**config.mk**
```make
export PLATFORM = sky130hd
export DESIGN_NAME = seven_segment_mux
export DESIGN_NICKNAME = d
export VERILOG_FILES = /design/src/rtl/seven_segment_mux.sv
export SDC_FILE = /design/constraint.sdc
export NUM_CORES = 1
export LEC_CHECK = 0
export BUFFER_PORTS_ARGS = -buffer_cell sky130_fd_sc_hd__buf_2
export CAP_MARGIN = 20
export CORE_UTILIZATION = 50
export CTS_CLUSTER_DIAMETER = 200
export DETAILED_ROUTE_END_ITERATION = 7
export PLACE_DENSITY = 0.72
export SYNTH_ARGS = -nofsm -noshare
export SYNTH_HDL_FRONTEND = slang
export SYNTH_SLANG_ARGS = --single-unit
```
**constraint.sdc**
```tcl
create_clock -name clk -period 8.1 [get_ports clk]
set_input_delay 0.405 -clock clk [delete_from_list [all_inputs] [get_ports clk]]
set_output_delay 0.405 -clock clk [all_outputs]
set_load 0.02 [all_outputs]
```
**src/rtl/seven_segment_mux.sv**
```systemverilog
// seven_segment_mux
//   Time-multiplexed driver for an n_digits seven-segment display with
//   per-frame input snapshot, leading-zero blanking and PWM brightness.
//
// Ports
//   clk          : single clock, rising edge
//   reset        : asynchronous, active-high
//   num          : hex nibbles, nibble i drives digit i (digit 0 = LSD)
//   dots         : decimal-point request per digit
//   blank_lz     : leading-zero blanking enable
//   brightness   : PWM duty select, duty = (brightness+1)/2^bright_width
//   abcdefg      : active-low segments, bit 6 = a ... bit 0 = g
//   dot          : active-low decimal point
//   anodes       : active-low digit select, at most one bit low
//   frame_start  : one-cycle pulse on the cycle a new snapshot is visible
module seven_segment_mux #(
  parameter int n_digits     = 8,
  parameter int strobe_width = 10,
  parameter int bright_width = 3
) (
  input  logic                    clk,
  input  logic                    reset,
  input  logic [4*n_digits-1:0]   num,
  input  logic [n_digits-1:0]     dots,
  input  logic                    blank_lz,
  input  logic [bright_width-1:0] brightness,
  output logic [6:0]              abcdefg,
  output logic                    dot,
  output logic [n_digits-1:0]     anodes,
  output logic                    frame_start
);

  localparam int IW = $clog2(n_digits);

  logic [strobe_width-1:0] r_cnt;
  logic [IW-1:0]           r_idx;
  logic [4*n_digits-1:0]   r_num_sh;
  logic [n_digits-1:0]     r_dots_sh;
  logic                    r_blz_sh;
  logic [n_digits-1:0]     r_anodes;
  logic [6:0]              r_abcdefg;
  logic                    r_dot;
  logic                    r_frame_start;

  logic                    w_cnt_max;
  logic                    w_idx_last;
  logic                    w_wrap;
  logic                    w_pwm_on;
  logic [n_digits-1:0]     w_sel;
  logic [3:0]              w_nibble;
  logic                    w_dot_req;
  logic                    w_upper_zero;
  logic                    w_blank;
  logic [6:0]              w_seg;

  // Active-high a..g pattern for one hex nibble.
  function automatic logic [6:0] hex_to_seg(input logic [3:0] nib);
    case (nib)
      4'h0:    hex_to_seg = 7'b1111110;
      4'h1:    hex_to_seg = 7'b0110000;
      4'h2:    hex_to_seg = 7'b1101101;
      4'h3:    hex_to_seg = 7'b1111001;
      4'h4:    hex_to_seg = 7'b0110011;
      4'h5:    hex_to_seg = 7'b1011011;
      4'h6:    hex_to_seg = 7'b1011111;
      4'h7:    hex_to_seg = 7'b1110000;
      4'h8:    hex_to_seg = 7'b1111111;
      4'h9:    hex_to_seg = 7'b1111011;
      4'hA:    hex_to_seg = 7'b1110111;
      4'hB:    hex_to_seg = 7'b0011111;
      4'hC:    hex_to_seg = 7'b1001110;
      4'hD:    hex_to_seg = 7'b0111101;
      4'hE:    hex_to_seg = 7'b1001111;
      default: hex_to_seg = 7'b1000111;
    endcase
  endfunction

  assign w_cnt_max  = &r_cnt;
  assign w_idx_last = (r_idx == IW'(n_digits - 1));
  assign w_wrap     = w_cnt_max && w_idx_last;

  // Upper bright_width bits of the slot counter act as the PWM ramp.
  assign w_pwm_on = (r_cnt[strobe_width-1 -: bright_width] <= brightness);

  // Per-digit select; mux out the current digit's nibble, dot request and
  // whether every nibble from this digit upward is zero.
  always_comb begin
    w_sel        = '0;
    w_nibble     = '0;
    w_dot_req    = 1'b0;
    w_upper_zero = 1'b0;
    for (int i = 0; i < n_digits; i++) begin
      w_sel[i] = (r_idx == IW'(i));
      if (w_sel[i]) begin
        w_nibble     = r_num_sh[4*i +: 4];
        w_dot_req    = r_dots_sh[i];
        w_upper_zero = ((r_num_sh >> (4*i)) == '0);
      end
    end
  end

  // Digit 0 always shows, so a zero value still reads "0".
  assign w_blank = r_blz_sh && (r_idx != '0) && w_upper_zero;
  assign w_seg   = hex_to_seg(w_nibble);

  always_ff @(posedge clk or posedge reset) begin
    if (reset) begin
      r_cnt     <= '0;
      r_idx     <= '0;
      r_num_sh  <= '0;
      r_dots_sh <= '0;
      r_blz_sh  <= 1'b0;
    end else begin
      r_cnt <= r_cnt + 1'b1;
      if (w_cnt_max)
        r_idx <= w_idx_last ? '0 : r_idx + IW'(1);
      // Snapshot only at frame boundary so mid-frame input changes never tear.
      if (w_wrap) begin
        r_num_sh  <= num;
        r_dots_sh <= dots;
        r_blz_sh  <= blank_lz;
      end
    end
  end

  always_ff @(posedge clk or posedge reset) begin
    if (reset) begin
      r_anodes      <= '1;
      r_abcdefg     <= '1;
      r_dot         <= 1'b1;
      r_frame_start <= 1'b0;
    end else begin
      r_anodes      <= w_pwm_on ? ~w_sel : '1;
      r_abcdefg     <= w_blank ? 7'h7F : ~w_seg;
      r_dot         <= ~w_dot_req;
      r_frame_start <= w_wrap;
    end
  end

  assign anodes      = r_anodes;
  assign abcdefg     = r_abcdefg;
  assign dot         = r_dot;
  assign frame_start = r_frame_start;

endmodule

```
-- Yosys cells after proc, flatten, opt, wreduce, memory -nomap -nowiden
Memories as Yosys holds them, arrays and structs flattened.
Cells that the tools add are included.
- bits in read-only memories: 112
- memories kept: 1
- bits in registers: 71
- output and inout port bits: 17
- memories (memory ; depth ; bits a word ; read ports ; clocked after memory_dff ; write ports ; line ; source):
    (no name shown) ; 16 ; 7 ; 1 ; 0 ; 0 ; 58 ; case (nib)
- order comparisons: 1
- add/subtract/negate cells: 2
- reduce and logical (&&, ||, !) cells: 14
- muxes and demuxes: 27
- eq/ne operators: 7
- bitwise logic cells: 3
- operators with widths (operator ; number):
    $logic_not 32->1 ; 8
    $mux 4 ; 8
    $mux 1 ; 16
    $eq 3x3->1 const B ; 4
    $add 10x1->10 const B ; 1
    $reduce_and 10->1 ; 1
    $mux 8 ; 1
    $not 8->8 ; 1
    $mux 7 ; 1
    $not 7->7 ; 1
    $eq 3x2->1 const B ; 2
    $add 3x1->3 const B ; 1
    $eq 3x1->1 const B ; 1
    $le 3x3->1 ; 1
    $logic_and 1x1->1 ; 3
    $logic_not 3->1 ; 1
    $mux 3 ; 1
    $reduce_bool 3->1 ; 1
    $not 1->1 ; 1

-- Logic depth before layout (Yosys ltp)
Gate-level depths: netlist (run 1).
An unclocked memory read counts as a cell.
- depth after elaboration: 12
- depth in mapped cells: 14

-- Worst setup path after synthesis (run 1)
No wires, ideal clock.
- path kind: register to register
- start: register r_idx[2]
- end: register r_abcdefg[3] (netlist: abcdefg[3])
- data required time: 8035 ps
- data arrival time: 2565 ps
- period minus slack after synthesis: 2630 ps
- stages on the path, launching flop included: 14
- buffers on the path: 2
- slack: 5470 ps
- library setup time: 65 ps
- path through: dfrtp_1 > inv_2 > clkbuf_1 > ha_1 > clkbuf_1 > nand2_1 > a32oi_1 > o22ai_1 > a2bb2oi_2 > inv_1 > ha_1 > mux2i_1 > mux2_2 > nand2_1
- longest elaborated chain between the ends: 12
- elaborated cells between the ends (all ways): 30
- ends and longest elaborated chain (what ; line ; source):
    from (decl) ; 36 ; logic [IW-1:0] r_idx;
    from (signal assigned) ; 116 ; r_idx <= w_idx_last ? '0 : r_idx + IW'(1);
    $logic_not 3->1 ; 93 ; w_sel[i] = (r_idx == IW'(i));
    $mux 4 (8 in a row) ; 94 ; if (w_sel[i]) begin
    $mem_v2 16x7 ; - ;
    $not 7->7 ; 134 ; r_abcdefg <= w_blank ? 7'h7F : ~w_seg;
    $mux 7 (*) ; 134 ;
    to (signal assigned) ; 134 ;
    to (decl) ; 41 ; logic [6:0] r_abcdefg;
Mark *: on every way between the ends. The rest lies on a longest branch, timed or not.
A chain may end at the register's enable or synchronous reset.

-- Final worst setup path (run 1)
- start: register r_idx[1]
- end: register r_abcdefg[3] (netlist: abcdefg[3])
The elaborated chain is that of the path after synthesis.

==> run summary, run 1 <==
CTS tree: built
GR Util All Layers: 0.2069
Synth cell types: 53
Routed Antenna Nets: 0
initial antenna violation count: 0
Setup Skew: 0.009477 ns
CP max FO: 22
1st-iter DRT viols: 157
Required @ worst endpoint: 8.37 ns
dpl hpwl: 5008 um
ys async rst share: 1.000
DRC viols: 0
# hold bufs at CTS: 0
fraction of layout cells with a size suffix above 1: 0.3120
Clock Sinks: 71
CP max-delay cell: ha_1
WS Path Type: register to register
die area: 7471 um2
Slew Limit Fails: 0
Synth Net Count: 376
Starting Density: 0.5218
Relative slew margins: 0.3303
I/O Buffers: 62
Clk Latency, worst-skew pair: 0.34 ns
met2 Use GR: 0.3268
post-route minimum period: 3.084 ns
Final nets: 432
crit end category: register
chip width: 86.44 um
gr busiest metal: met2
I/O pin total: 63
Clk network pwr share: 0.424
Primary FF master, synth: dfrtp_1
Mean Syn Cell Area: 11.35 um2
Comb pwr share: 0.031
final setup fails: 0
placed cell count: 455
CTS H-tree depth: 3
vias per std cell: 5.361
Worst VDD drop: 0.08012 mV
Sequential Power Share: 0.545
fin cells: 471
Static Leakage: 2.007 nW
Initial DRT Pass Iterations: 4
Post-CTS Setup Bufs: 0
Filler cells: 594
setup TNS: 0 ns
crit path launch type: register
# rows: 30
first-pass GRT wire length: 11,810 um
CP startpoint: r_idx[1]$_DFFE_PP0P_
cells resized by post-CTS repair: 0
Yosys reg bits: 71
worst setup path end: abcdefg[3]$_DFF_PP1_
CP Cell Sequence: inv_1 -> ha_1 -> a21oi_1 -> a2111oi_0 -> o22ai_1 -> a2bb2oi_2 -> inv_1 -> ha_1 -> mux2i_1 -> mux2_2 -> nand2_1
reg2reg setup slack: 5.02 ns
outcome: completed
CP peak stage delay: 0.60 ns
Final Hold Fails: 0
Inserted Diodes: 0
Sw Ratio: 0.2118
Area Overhead vs Synth: 13.93%
Cell Area, Synth: 3565 um2
Wirelength per Cell: 15.16 um
P_sw: 137.9 uW
met3 Use GR: 0.04476
Max-Cap Viols: 0
number of synthesized flops with an enable pin: 0
Worst-path clk slew: 0.08 ns
Core ar.: 6832 um2
Die Y: 86.44 um
YS warnings: 0
hold_ws: 0.2698 ns
GR Overflow Total: 0
R2R Path Start: r_idx[1]$_DFFE_PP0P_
Max Fclk: 324.3 MHz
PD cells: 160.4 nW/um2
Power Total: 651.4 uW
Final period util: 0.3807
RR Endpoint: abcdefg[3]$_DFF_PP1_
Slew @ Worst Pin: 1.005 ns
met1 usage: 0.2783
number of global-route vias before repair: 2,491
CTS root buf: clkbuf_8
CTS Buf Count: 9
Max Buffers Root-to-Sink: 2
via count: 2,525
largest net degree at the start of global routing: 72
WP data arrival: 3.35 ns
RSZ-0062 raised after global routing: false
Seq/Total Area, Yosys: 0.5040
Worst Hold Class: input pin to register
final WL: 7142 um
routability cong.: 0.8685
synthesized instance count: 314
Int Pwr: 513.5 uW
Worst R2R Path Depth: 11
sequential cells by signal (all words and copies together) (netlist names):
register / cells
dot: 1
anodes: 8
r_cnt: 10
r_dots_sh: 8
frame_start: 1
r_blz_sh: 1
abcdefg: 7
r_idx: 3
r_num_sh: 32
worst max-delay path, delay by kind of cell (launching register included):
kind	cells	cell delay, ns
AOI/OAI and AO/OA	4	1.05
adders and majority gates	2	0.92
DFF	1	0.40
muxes	2	0.33
buffers and inverters	2	0.23
and+or+nand+nor	1	0.07
metrics by stage:
step / utilization / worst slack [ns] / instance area [um2]
after floorplan: - / 5.470 / 3565
after global placement: 0.5667 / 5.235 / 3871
after detailed placement: 0.5667 / 5.105 / 3871
after CTS: 0.5945 / 5.059 / 4061
after global routing: 0.5945 / 4.770 / 4061
final: 0.5945 / 5.016 / 4061
logic make-up (layout without fill, tap and decap cells):
kind of cell	after synthesis	after routing	synth area share
flops	71	71	0.5040
simple gates	79	79	0.1162
mux	45	45	0.1400
compound gates	61	61	0.1099
xor+xnor	8	8	0.01966
fa+ha+maj	16	16	0.05616
buf+inv	34	95	0.05405
layout make-up:
| type | instances | area, um2 | share of cell area |
|---|---|---|---|
| tap | 96 | 120.1 | 0.02957 |
| inverter | 16 | 60.06 | 0.01479 |
| clock inverter | 4 | 45.04 | 0.01109 |
| multi-input combinational | 209 | 1577 | 0.3882 |
| timing repair buffer | 63 | 317.8 | 0.07825 |
| sequential | 71 | 1797 | 0.4424 |
| clock buffer | 12 | 145.1 | 0.03574 |
layer usage:
layer  share of wire  vias to the layer above
met3           0.041                        6
met4          0.0090                        0
met2            0.47                       66
met1            0.48                     1232
li1                -                     1221
met5               0                        -
cell usage in the layout (no fill, tap or decap), types with 2 or more instances in the layout:
cell	Yosys	layout
and2_1	3	2
nand3b_1	3	3
inv_2	1	2
buf_2	4	62
mux2_2	14	14
or3_1	2	2
o21ai_0	19	19
o22ai_1	4	4
inv_1	14	13
a31o_2	2	2
nand2b_1	3	3
nor4_1	7	7
ha_1	16	16
clkinv_2	0	3
nor3b_1	2	2
xor2_1	3	3
nand4_1	2	2
xnor2_1	5	5
nand2_1	28	28
clkbuf_1	5	2
and3_1	4	4
nand3_1	14	14
nor2b_1	2	2
dfstp_2	16	16
a21o_1	2	2
a21oi_1	15	15
mux2_1	25	25
clkbuf_8	0	10
dfrtp_1	55	55
a211oi_1	2	2
o31ai_1	2	2
mux2i_1	6	6
a31oi_1	2	2
nor2_1	4	4
Yosys cell counts, types with 2 or more instances:
cell type | number | area, um2
mux2_2 | 14 | 157.7
o21ai_0 | 19 | 95.09
dfrtp_1 | 55 | 1376
a21o_1 | 2 | 15.01
mux2_1 | 25 | 281.5
or3_1 | 2 | 12.51
o22ai_1 | 4 | 25.02
nor4_1 | 7 | 43.79
nor2_1 | 4 | 15.01
nand3b_1 | 3 | 22.52
a31o_2 | 2 | 17.52
clkbuf_1 | 5 | 18.77
nand2b_1 | 3 | 18.77
nand3_1 | 14 | 70.07
nand4_1 | 2 | 12.51
a21oi_1 | 15 | 75.07
xor2_1 | 3 | 26.28
xnor2_1 | 5 | 43.79
inv_1 | 14 | 52.55
ha_1 | 16 | 200.2
o31ai_1 | 2 | 15.01
a31oi_1 | 2 | 12.51
and3_1 | 4 | 25.02
buf_4 | 2 | 15.01
nand2_1 | 28 | 105.1
and2_1 | 3 | 18.77
a211oi_1 | 2 | 15.01
mux2i_1 | 6 | 60.06
buf_2 | 4 | 20.02
buf_6 | 7 | 78.83
dfstp_2 | 16 | 420.4
nor3b_1 | 2 | 15.01
nor2b_1 | 2 | 12.51
how the worst min path moves through the flow:
stage / start / endpoint / depth (start not counted)
after global routing: num[18] / r_num_sh[18]$_DFFE_PP0P_ / 3
after detailed placement: r_cnt[4]$_DFF_PP0_ / r_cnt[4]$_DFF_PP0_ / 1
after CTS: num[11] / r_num_sh[11]$_DFFE_PP0P_ / 3
final: num[11] / r_num_sh[11]$_DFFE_PP0P_ / 3
after global placement: r_cnt[4]$_DFF_PP0_ / r_cnt[4]$_DFF_PP0_ / 1
after floorplan: r_cnt[0]$_DFF_PP0_ / r_cnt[0]$_DFF_PP0_ / 1
power by group through the flow:
stage,sequential (mW),clock (mW),combinational [mW]
after global placement,0.362,0,0.0204
after CTS,0.355,0.280,0.0208
after detailed placement,0.362,0,0.0208
after global routing,0.355,0.298,0.0231
final,0.355,0.276,0.0202
after floorplan,0.362,0,0.00697
Note: power is estimated with default switching activity, not from simulation.
==> inputs of run 2 (changes only) <==
--- a/config.mk
+++ b/config.mk
@@ -10,7 +10,7 @@
 export CORE_UTILIZATION = 50
 export CTS_CLUSTER_DIAMETER = 200
 export DETAILED_ROUTE_END_ITERATION = 7
-export PLACE_DENSITY = 0.72
+export PLACE_DENSITY = 0.74
 export SYNTH_ARGS = -nofsm -noshare
 export SYNTH_HDL_FRONTEND = slang
 export SYNTH_SLANG_ARGS = --single-unit
==> constraint.sdc (replaced) <==
create_clock -name clk -period 2.8 [get_ports clk]
set_input_delay 0.14 -clock clk [delete_from_list [all_inputs] [get_ports clk]]
set_output_delay 0.14 -clock clk [all_outputs]
set_load 0.02 [all_outputs]
==> run 2 against run 1 <==
  * Power rose to 2.7 times the previous value
  * Worst hold slack got worse by 0.26 ns
  * Core utilization is 1.5 points higher
  * Sequential cell count is the same
  * Sequential share of layout area decreased by 1.1 points
  * Register-to-register slack worse by 4.8 ns
  * Combinational power rose to 3.1 times the previous value
  * Clock-buffer cell count rose by 3
  * Non-clock buffer count is 16 higher
  * Clock power increased to 2.5 times the previous value
  * Critical endpoint unchanged
  * Largest cell class unchanged
  * Largest power group unchanged
==> run summary, run 2 (synthesis gave the netlist of run 1 again) <==
Area Overhead vs Synth: 16.81%
Wirelength per Cell: 14.49 um
Hold Path Stages: 2
vias per std cell: 5.390
Max Fclk: 385.1 MHz
Clock Sinks: 71
Regs by FF count: r_num_sh x32, r_cnt x10
Starting Density: 0.5218
GR Overflow Total: 0
GR Util All Layers: 0.2122
I/O pin total: 63
Worst Hold Class: input pin to register
final WL: 7055 um
max reg flops: 32
min-delay src: num[22]
Clk Latency, worst-skew pair: 0.34 ns
Worst VDD drop: 0.2856 mV
dpl hpwl: 5150 um
1st-iter DRT viols: 152
# rows: 30
FF/Latch Area: 1797 um2
hold path endpoint: r_num_sh[22]$_DFFE_PP0P_
RR Endpoint: abcdefg[3]$_DFF_PP1_
fraction of layout cells with a size suffix above 1: 0.3274
I/O Buffers: 62
Final Hold Fails: 0
initial antenna violation count: 0
Required @ worst endpoint: 3.08 ns
Max-Cap Viols: 0
Multi-input gate area: 1580 um2
number of global-route vias before repair: 2,560
crit end category: register
Routed Antenna Nets: 0
CP startpoint: r_idx[0]$_DFFE_PP0P_
Relative slew margins: 0.4296
RSZ-0062 raised after global routing: false
Slew Limit Fails: 0
Initial DRT Pass Iterations: 4
Slew @ Worst Pin: 0.8556 ns
first-pass GRT wire length: 12,050 um
Final nets: 448
crit path launch type: register
post-route minimum period: 2.597 ns
reg2reg setup slack: 0.20 ns
final setup fails: 0
Reg with most FFs: r_num_sh
largest net degree at the start of global routing: 72
DRC viols: 0
commonest cells after routing, fill and taps aside: buf_2, dfrtp_1, nand2_1, mux2_1, o21ai_0
Final period util: 0.9274
Worst-path clk slew: 0.07 ns
fin cells: 487
CTS root buf: clkbuf_8
routability cong.: 0.8331
most common cell after layout, fill and taps aside: buf_2
die area: 7471 um2
WP data arrival: 2.88 ns
outcome: completed
setup TNS: 0 ns
Max Buffers Root-to-Sink: 2
Worst R2R Path Depth: 13
CTS Buf Count: 9
CP max FO: 7
CTS H-tree depth: 3
Die Y: 86.44 um
Core ar.: 6832 um2
Static Leakage: 2.066 nW
Filler cells: 574
via count: 2,625
CTS tree: built
PD cells: 430.1 nW/um2
placed cell count: 468
WS Path Type: register to register
Power Total: 1.791 mW
Inserted Diodes: 0
Setup Skew: 0.005569 ns
R2R Path Start: r_idx[0]$_DFFE_PP0P_
chip width: 86.44 um
[run 2: cell type report]
type / instances / share of cell area
well taps: 96 / 0.02885
clock inverters: 1 / 0.001202
multi-input cells: 209 / 0.3795
flip-flops and latches: 71 / 0.4315
clock buffers: 15 / 0.03756
repair buffers: 79 / 0.1070
inverters: 16 / 0.01442
[run 2: worst max-delay path, cell delays in order (launching register included)]
cell and delay (ns):
dfrtp_1 0.38, inv_1 0.10, ha_1 0.24, buf_4 0.17
a21oi_1 0.12, o21ai_0 0.10, a31oi_1 0.18, o22ai_1 0.12
a31o_2 0.31, inv_1 0.11, ha_1 0.25, mux2i_1 0.11
mux2_2 0.27, nand2_1 0.07
[run 2: stage by stage]
stage / util / worst slack, ns / hold WS [ns] / cell area [um2]
4_1_cts: 0.6075 / 0.09728 / 0.00002220 / 4150
5_1_grt: 0.6095 / 0.02403 / 0.002043 / 4164
2_1_floorplan: - / 0.1696 / 0.2568 / 3565
3_5_place_dp: 0.5810 / 0.1408 / 0.3519 / 3969
6_report: 0.6095 / 0.2033 / 0.005105 / 4164
3_3_place_gp: 0.5810 / 0.2152 / 0.3541 / 3969
[run 2: power breakdown]
group,internal [mW],switching (mW)
logic,0.0294,0.0322
registers,1.03,0.000115
clock network,0.347,0.355
total,1.40,0.387
[run 2: worst max path at each step]
stage	end	slack, ns
after CTS	abcdefg[3]$_DFF_PP1_	0.1
after floorplan	abcdefg[3]$_DFF_PP1_	0.17
after global routing	abcdefg[3]$_DFF_PP1_	0.02
final	abcdefg[3]$_DFF_PP1_	0.20
after global placement	abcdefg[3]$_DFF_PP1_	0.22
after detailed placement	abcdefg[3]$_DFF_PP1_	0.14
[run 2: timing repair]
action / in CTS / in global routing
hold buffers: 2 / 1
endpoints found under the hold margin: 2 / 1
buffers inserted: 0 / 0
endpoints found under the setup margin: 0 / 6
resized for setup: 0 / 2
[run 2: layer usage]
layer  wire length [um]  global-route usage
met1               3171              0.2702
met2               3407              0.3456
met3                321             0.04381
met4                154              0.1061
met5                  0                   0
==> inputs of run 3 (changes only) <==
--- a/config.mk
+++ b/config.mk
@@ -10,6 +10,7 @@
 export CORE_UTILIZATION = 50
 export CTS_CLUSTER_DIAMETER = 200
 export DETAILED_ROUTE_END_ITERATION = 7
+export HOLD_SLACK_MARGIN = 0.06
 export PLACE_DENSITY = 0.74
 export SYNTH_ARGS = -nofsm -noshare
 export SYNTH_HDL_FRONTEND = slang
==> run 3 against run 2 <==
  * Maximum frequency is 0.12% higher
  * Sequential share of layout area shrank 3.6 points
  * Clock-buffer cell count is the same
  * Critical path type unchanged
==> run summary, run 3 (synthesis gave the netlist of run 1 again) <==
outcome: completed
Slew @ Worst Pin: 0.8605 ns
Regs by FF count: r_num_sh x32, r_cnt x10
setup TNS: 0 ns
RSZ-0062 raised after global routing: false
Worst-path clk slew: 0.07 ns
fraction of layout cells with a size suffix above 1: 0.2984
final setup fails: 0
first-pass GRT wire length: 12,690 um
GR Overflow Total: 0
I/O Buffers: 62
Required @ worst endpoint: 3.08 ns
R2R Path Start: r_idx[0]$_DFFE_PP0P_
via count: 2,785
routability cong.: 0.8331
post-route minimum period: 2.594 ns
CTS H-tree depth: 3
WS Path Type: register to register
Max-Cap Viols: 0
Final period util: 0.9263
DRC viols: 0
Initial DRT Pass Iterations: 5
reg2reg setup slack: 0.21 ns
number of global-route vias before repair: 2,725
Worst Hold Class: input pin to async pin
Clk Latency, worst-skew pair: 0.35 ns
CTS root buf: clkbuf_8
largest net degree at the start of global routing: 72
Core ar.: 6832 um2
Worst VDD drop: 0.2590 mV
dpl hpwl: 5150 um
Max Fclk: 385.5 MHz
Post-CTS Setup Bufs: 0
GR Util All Layers: 0.2237
commonest cells after routing, fill and taps aside: buf_2, dfrtp_1, dlygate4sd3_1, nand2_1, mux2_1
vias per std cell: 5.305
Worst R2R Path Depth: 13
RR Endpoint: abcdefg[3]$_DFF_PP1_
initial antenna violation count: 0
1st-iter DRT viols: 176
Setup Skew: 0.005797 ns
most common cell after layout, fill and taps aside: buf_2
Filler cells: 537
Final Hold Fails: 0
Die Y: 86.44 um
final worst slack: 0.2063 ns
CTS Buf Count: 9
CP max FO: 7
chip width: 86.44 um
placed cell count: 468
# rows: 30
crit end category: register
max reg flops: 32
PD cells: 403.8 nW/um2
Wirelength per Cell: 14.54 um
Static Leakage: 2.225 nW
Area Overhead vs Synth: 27.48%
fin cells: 525
CP startpoint: r_idx[0]$_DFFE_PP0P_
Reg with most FFs: r_num_sh
Clock Sinks: 71
dpl ws: 0.1408 ns
Starting Density: 0.5218
Max Buffers Root-to-Sink: 2
die area: 7471 um2
Inserted Diodes: 0
crit path launch type: register
I/O pin total: 63
Final nets: 486
Relative slew margins: 0.4263
Slew Limit Fails: 0
WP data arrival: 2.87 ns
Routed Antenna Nets: 0
hold_ws: 0.01062 ns
final WL: 7633 um
CTS tree: built
## run 3: critical path, stage by stage, from the launching register on
cell and delay (ns):
dfrtp_1 0.38, inv_1 0.10, ha_1 0.24, buf_4 0.17, a21oi_1 0.11, o21ai_0 0.10
a31oi_1 0.19, o22ai_1 0.12, a31o_2 0.32, inv_1 0.11, ha_1 0.25, mux2i_1 0.12
mux2_2 0.27, nand2_1 0.07
## run 3: per-layer routing
layer / up-vias / GRT usage / wire length, um
met5: - / 0 / 0
met4: 0 / 0.1061 / 181
met3: 20 / 0.04286 / 297
met2: 87 / 0.3817 / 3759
met1: 1344 / 0.2743 / 3394
li1: 1334 / - / -
## run 3: timing repair
item,CTS,global route
hold buffers,41,0
resized for setup,0,2
endpoints found under the setup margin,0,6
endpoints found under the hold margin,41,0
## run 3: area by class of cell
type	instances	area, um2	share of cell area
tap	96	120.1	0.02643
clock inverter	1	5.005	0.001101
clock buffer	15	156.4	0.03442
inverter	16	60.06	0.01322
sequential	71	1797	0.3954
multi-input combinational	209	1580	0.3477
timing repair buffer	117	825.8	0.1817
## run 3: worst max path at each step
stage | end | slack (ns) | depth (start not counted)
6_report | abcdefg[3]$_DFF_PP1_ | 0.21 | 13
5_1_grt | abcdefg[3]$_DFF_PP1_ | 0.03 | 11
4_1_cts | abcdefg[3]$_DFF_PP1_ | 0.1 | 11
3_5_place_dp | abcdefg[3]$_DFF_PP1_ | 0.14 | 11
3_3_place_gp | abcdefg[3]$_DFF_PP1_ | 0.22 | 11
2_1_floorplan | abcdefg[3]$_DFF_PP1_ | 0.17 | 13
## run 3: metrics by stage
stage                     power [mW]  area (um2)    util
after floorplan                1.067        3565       -
after global placement         1.105        3969  0.5810
after detailed placement       1.107        3969  0.5810
after CTS                      1.849        4541  0.6647
after global routing           1.898        4544  0.6652
final                          1.835        4544  0.6652
## run 3: power breakdown
| group | switching (mW) | internal, mW | leakage (nW) |
|---|---|---|---|
| clock network | 0.357 | 0.347 | 0.0817 |
| logic | 0.0395 | 0.0639 | 1.24 |
| registers | 0.000114 | 1.03 | 0.906 |
